File: config.mk
export PLATFORM = sky130hd
export DESIGN_NAME = key_debounce8
export DESIGN_NICKNAME = d
export VERILOG_FILES = /design/src/rtl/key_pkg.sv /design/src/rtl/debounce_bit.sv /design/src/rtl/key_debounce8.sv
export SDC_FILE = /design/constraint.sdc
export NUM_CORES = 1
export LEC_CHECK = 0
export ABC_AREA = 1
export BUFFER_PORTS_ARGS = -buffer_cell sky130_fd_sc_hd__buf_4
export CAP_MARGIN = 20
export CORE_UTILIZATION = 59
export DETAILED_ROUTE_END_ITERATION = 16
export MAX_ROUTING_LAYER = met4
export PLACE_DENSITY = 0.89
export SYNTH_ARGS = -nofsm -noshare
export SYNTH_HDL_FRONTEND = slang
export SYNTH_SLANG_ARGS = --single-unit
File: constraint.sdc
create_clock -name clk -period 1.6 [get_ports clk]
set_input_delay 0 -clock clk [delete_from_list [all_inputs] [get_ports clk]]
set_output_delay 0 -clock clk [all_outputs]
set_load 0.02 [all_outputs]
File: src/rtl/key_pkg.sv
// Shared types and helpers for the key debounce front end.
`timescale 1ns/1ps
package key_pkg;

   localparam int NUM_KEYS = 8;

   typedef logic [2:0] key_idx_t;
   typedef logic [3:0] press_cnt_t;

   // Highest set bit wins, matching the encoder's priority rule.
   function automatic key_idx_t hi_index(input logic [NUM_KEYS-1:0] v);
      key_idx_t idx;
      idx = '0;
      for (int i = 0; i < NUM_KEYS; i++) begin
         if (v[i]) idx = key_idx_t'(i);
      end
      return idx;
   endfunction

endpackage

File: src/rtl/debounce_bit.sv
// One key lane: 2-flop synchroniser, tick-sampled history, stable level.
`timescale 1ns/1ps
module debounce_bit #(
   parameter int DEBOUNCE_LEN = 4
) (
   input  logic clk,
   input  logic rst_n,
   input  logic tick,
   input  logic sw_raw,
   output logic level,
   output logic level_nxt
);

   logic                    sync1;
   logic                    s;
   logic [DEBOUNCE_LEN-2:0] hist;
   logic [DEBOUNCE_LEN-1:0] window;

   // The newest sample joins the stored history for the equality test.
   assign window = {hist, s};

   // Two-flop synchroniser for the asynchronous raw level.
   always_ff @(posedge clk or negedge rst_n) begin
      if (!rst_n) begin
         sync1 <= 1'b0;
         s     <= 1'b0;
      end else begin
         // NOTE: non-blocking assignments so s takes the old sync1, forming a real two-stage chain.
         sync1 <= sw_raw;
         s     <= sync1;
      end
   end

   // Next stable level: changes only on a tick with a full window of equal samples.
   always_comb begin
      // NOTE: default first so every path assigns level_nxt and no latch is inferred.
      level_nxt = level;
      if (tick) begin
         if (&window)       level_nxt = 1'b1;
         else if (~|window) level_nxt = 1'b0;
      end
   end

   // History shift register and stable-level flop.
   always_ff @(posedge clk or negedge rst_n) begin
      if (!rst_n) begin
         // NOTE: history is reset on purpose so a held key re-qualifies from empty after reset.
         hist  <= '0;
         level <= 1'b0;
      end else begin
         if (tick) hist <= window[DEBOUNCE_LEN-2:0];
         level <= level_nxt;
      end
   end

endmodule

File: src/rtl/key_debounce8.sv
// Eight-key debounce front end with press detection for the encoder path.
`timescale 1ns/1ps
module key_debounce8
   import key_pkg::*;
#(
   parameter int TICK_DIV     = 50000,
   parameter int DEBOUNCE_LEN = 4
) (
   input  logic                clk,
   input  logic                rst_n,
   input  logic [NUM_KEYS-1:0] sw_raw,
   output logic [NUM_KEYS-1:0] x,
   output logic                en,
   output logic                press_valid,
   output key_idx_t            press_idx,
   output press_cnt_t          press_cnt
);

   localparam int CW = (TICK_DIV > 1) ? $clog2(TICK_DIV) : 1;

   logic [CW-1:0]       div_cnt;
   logic                tick;
   logic [NUM_KEYS-1:0] x_nxt;
   logic [NUM_KEYS-1:0] x_prev;
   logic [NUM_KEYS-1:0] rise;

   assign tick = (div_cnt == CW'(TICK_DIV - 1));
   assign rise = x & ~x_prev;

   // Prescaler: counts 0..TICK_DIV-1 and wraps, one tick per period.
   always_ff @(posedge clk or negedge rst_n) begin
      if (!rst_n)    div_cnt <= '0;
      else if (tick) div_cnt <= '0;
      else           div_cnt <= div_cnt + CW'(1);
   end

   genvar g;
   generate
      for (g = 0; g < NUM_KEYS; g++) begin : g_key
         debounce_bit #(
            .DEBOUNCE_LEN (DEBOUNCE_LEN)
         ) u_bit (
            .clk       (clk),
            .rst_n     (rst_n),
            .tick      (tick),
            .sw_raw    (sw_raw[g]),
            .level     (x[g]),
            .level_nxt (x_nxt[g])
         );
      end
   endgenerate

   // Enable follows the same edge as x; previous x kept for rise detection.
   always_ff @(posedge clk or negedge rst_n) begin
      if (!rst_n) begin
         en     <= 1'b0;
         x_prev <= '0;
      end else begin
         en     <= |x_nxt;
         x_prev <= x;
      end
   end

   // Press event: one pulse per update with any rise, highest risen key, count +1.
   always_ff @(posedge clk or negedge rst_n) begin
      if (!rst_n) begin
         press_valid <= 1'b0;
         press_idx   <= '0;
         press_cnt   <= '0;
      end else begin
         press_valid <= |rise;
         if (|rise) begin
            press_idx <= hi_index(rise);
            press_cnt <= press_cnt + press_cnt_t'(1);
         end
      end
   end

endmodule

==> results.cfg <==
[critical_path]
path_common_cell = nand2_1
cpMaxStageDelayCell = dfrtp_1
path_delay_family = simple AND/OR/NAND/NOR gates
cp.required_ns = 1.85
path_max_fanout = 18
end_kind = register
worstPathCellList = ha_1, nand2_1, nor2_1, nand2_1, nor2_4, buf_12, nand2_1, nand2_1, nand2_1, nor2_1, nand2_1
cp-start-kind = register
critPathMaxStageDelay_ns = 0.36
crit_arrival_ns = 1.92
path_class = register to register
critPathBufInv = 1

[run_status]
status = complete, but fails checks
failed_checks = negative setup slack

[routing]
wl_um = 6790
vias = 2677
ant_nets = 0
drc = 0
first_iter_violations = 193
wl_per_cell_um = 13.2
via_per_inst = 5.20
first_pass_iters = 5

[layout]
drive_above_1_share_pct = 17.6
instances_no_fill = 515
layout_common_cells = 106 x nand2_1, 81 x dfrtp_1, 51 x inv_1, 44 x nor2_1, 39 x buf_4
final_common_cell = nand2_1
nNetsFinal = 450
fin_util_pct = 73.8
antennaDiodeCount = 0
syn_to_final_growth_pct = 19.9

[global_routing]
grt_pass1_wl_um = 11200
grt_overflow = 0
grt_pass1_vias = 2631
grt_use_total_pct = 25.0
antenna_found_initial = 0
grt_start_max_net_pins = 39

[timing]
hold_slack_ns = 0.157
min_period_ns = 1.67
slew_headroom_pct = 67.3
max_freq_ghz = 0.599
finalSetupViolCount = 1
final-hold-violation-count = 0
layout_setup_ws_ns = -0.0686
rsz0062_at_grt = yes
finalCritPeriodShare_pct = 104
worst_pin_slew_ns = 0.491
slew_violations = 0
finalClockSkew_ns = 0.00715

[hold_path]
holdCritPathClass = primary input to async pin

[cts]
cts-root-buf = clkbuf_8
insertion_delay_ns = 0.35
cts_buffers = 9
cts_htree_levels = 3
clk_pin_slew_ns = 0.08
cts_buffer_depth = 2
cts.sinks = 81
cts_tree = done

[place]
dp.cells = 487
port_buffers = 26
gp_congestion = 0.872
dpl.hpwl_um = 4470
place_ws_ns = -0.131

[floorplan]
die_x_um = 78.0
start_util_pct = 61.5
dieArea_sq_mm = 0.00608
rows = 27
die_y_um = 78.0
io_pins = 27
core_sq_mm = 0.00554

[power_and_ir_drop]
irDropWorstVdd_uv = 687
power_density_mw_per_mm2 = 926
power.leakage_nw = 2.17

[yosys]
ys_types = 25
syn-cell-area_sq_mm = 0.00341
netlist_instances = 390
synth_nets = 402
yosysWarnings = 0
synth.avg_cell_area_sq_um = 8.74
ys_seq_area_share_pct = 59.5
ys_seq_elements = 81

[flow_run]
drv_cap = 0
synth_stat cells, drive strengths merged:
library cell    n  area [sq um]
o21ai          26           130
xnor2           1          8.76
nor3b           1          7.51
a21oi          11          55.1
o211ai          1          7.51
buf            13          96.3
nor3            5          25.0
nor2           52           205
ha              2          25.0
dfrtp          81          2030
o22ai           2          12.5
xor2            6          52.6
inv            54           203
nand3          17          90.1
a31oi           2          12.5
nand2         110           415
clkbuf          1          3.75
or2             5          31.3
final timing paths:
| check | from | cells past startpoint | slack [ns] | endpoint |
|---|---|---|---|---|
| min in group clk | sw_raw[4] | 2 | 0.30 | g_key[4].u_bit.sync1$_DFF_PN0_ |
| max | div_cnt[1]$_DFF_PN0_ | 11 | -0.07 | en$_DFF_PN0_ |
| min reg2reg | g_key[4].u_bit.sync1$_DFF_PN0_ | 0 | 0.35 | g_key[4].u_bit.s$_DFF_PN0_ |
| min | rst_n | 2 | 0.16 | div_cnt[10]$_DFF_PN0_ |
| max in group asynchronous | rst_n | 3 | 0.87 | g_key[5].u_bit.hist[0]$_DFFE_PN0N_ |
| max reg2reg | div_cnt[1]$_DFF_PN0_ | 11 | -0.07 | en$_DFF_PN0_ |
logic make-up after synthesis:
kind of cell | Yosys count | synth area share (%)
AND/OR/NAND/NOR | 190 | 22.7
flip-flops | 81 | 59.5
buffers and inverters | 68 | 8.88
AO/OA/AOI/OAI | 42 | 6.39
XOR/XNOR | 7 | 1.80
adder cells (fa/ha/maj) | 2 | 0.734
metrics by stage:
stage / setup TNS [ns] / area [sq um] / total power [W]
6_report: -0.0686 / 4090 / 0.00379
5_1_grt: -0.670 / 4090 / 0.00390
4_1_cts: 0 / 4050 / 0.00381
3_5_place_dp: -0.131 / 3720 / 0.00219
3_3_place_gp: 0 / 3720 / 0.00219
2_1_floorplan: 0 / 3410 / 0.00212
timing repair:
item / 4_1_cts / 5_1_grt
resized for setup: 3 / 13
endpoints found under the setup margin: 3 / 26
buffers inserted: 1 / 1
endpoints found under the hold margin: 74 / 0
hold buffers: 9 / 0
pin swaps: 1 / 2
gates cloned: 1 / 0
per-layer routing:
layer	GRT usage [%]	part of all wire, %	up-vias
li1	-	-	1283
met1	28.5	42	1288
met2	40.5	51	84
met3	4.47	3.6	22
met4	16.9	3.1	0
met5	-	0	-
registers in the layout, summed over array words and instances (netlist names):
name,cells
press_cnt,4
div_cnt,16
press_idx,3
g_key.u_bit.level,8
x_prev,8
g_key.u_bit.hist,24
g_key.u_bit.s,8
en,1
g_key.u_bit.sync1,8
press_valid,1
power breakdown:
group	switching, W	leakage [nW]	total [W]	internal [W]
Combinational	0.0000504	0.977	0.0000900	0.0000397
Sequential	0.0000109	1.08	0.00208	0.00207
Clock	0.000700	0.113	0.00162	0.000919
Total	0.000761	2.17	0.00379	0.00302
final cells by class:
type                       count  area [sq um]
clock inverter                 5          78.8
clock buffer                  11           141
inverter                      54           205
tap                           72          90.1
multi-input combinational    242          1120
timing repair buffer          50           423
sequential                    81          2030
fill                         391          1450
(Power assumes the default switching activity.)
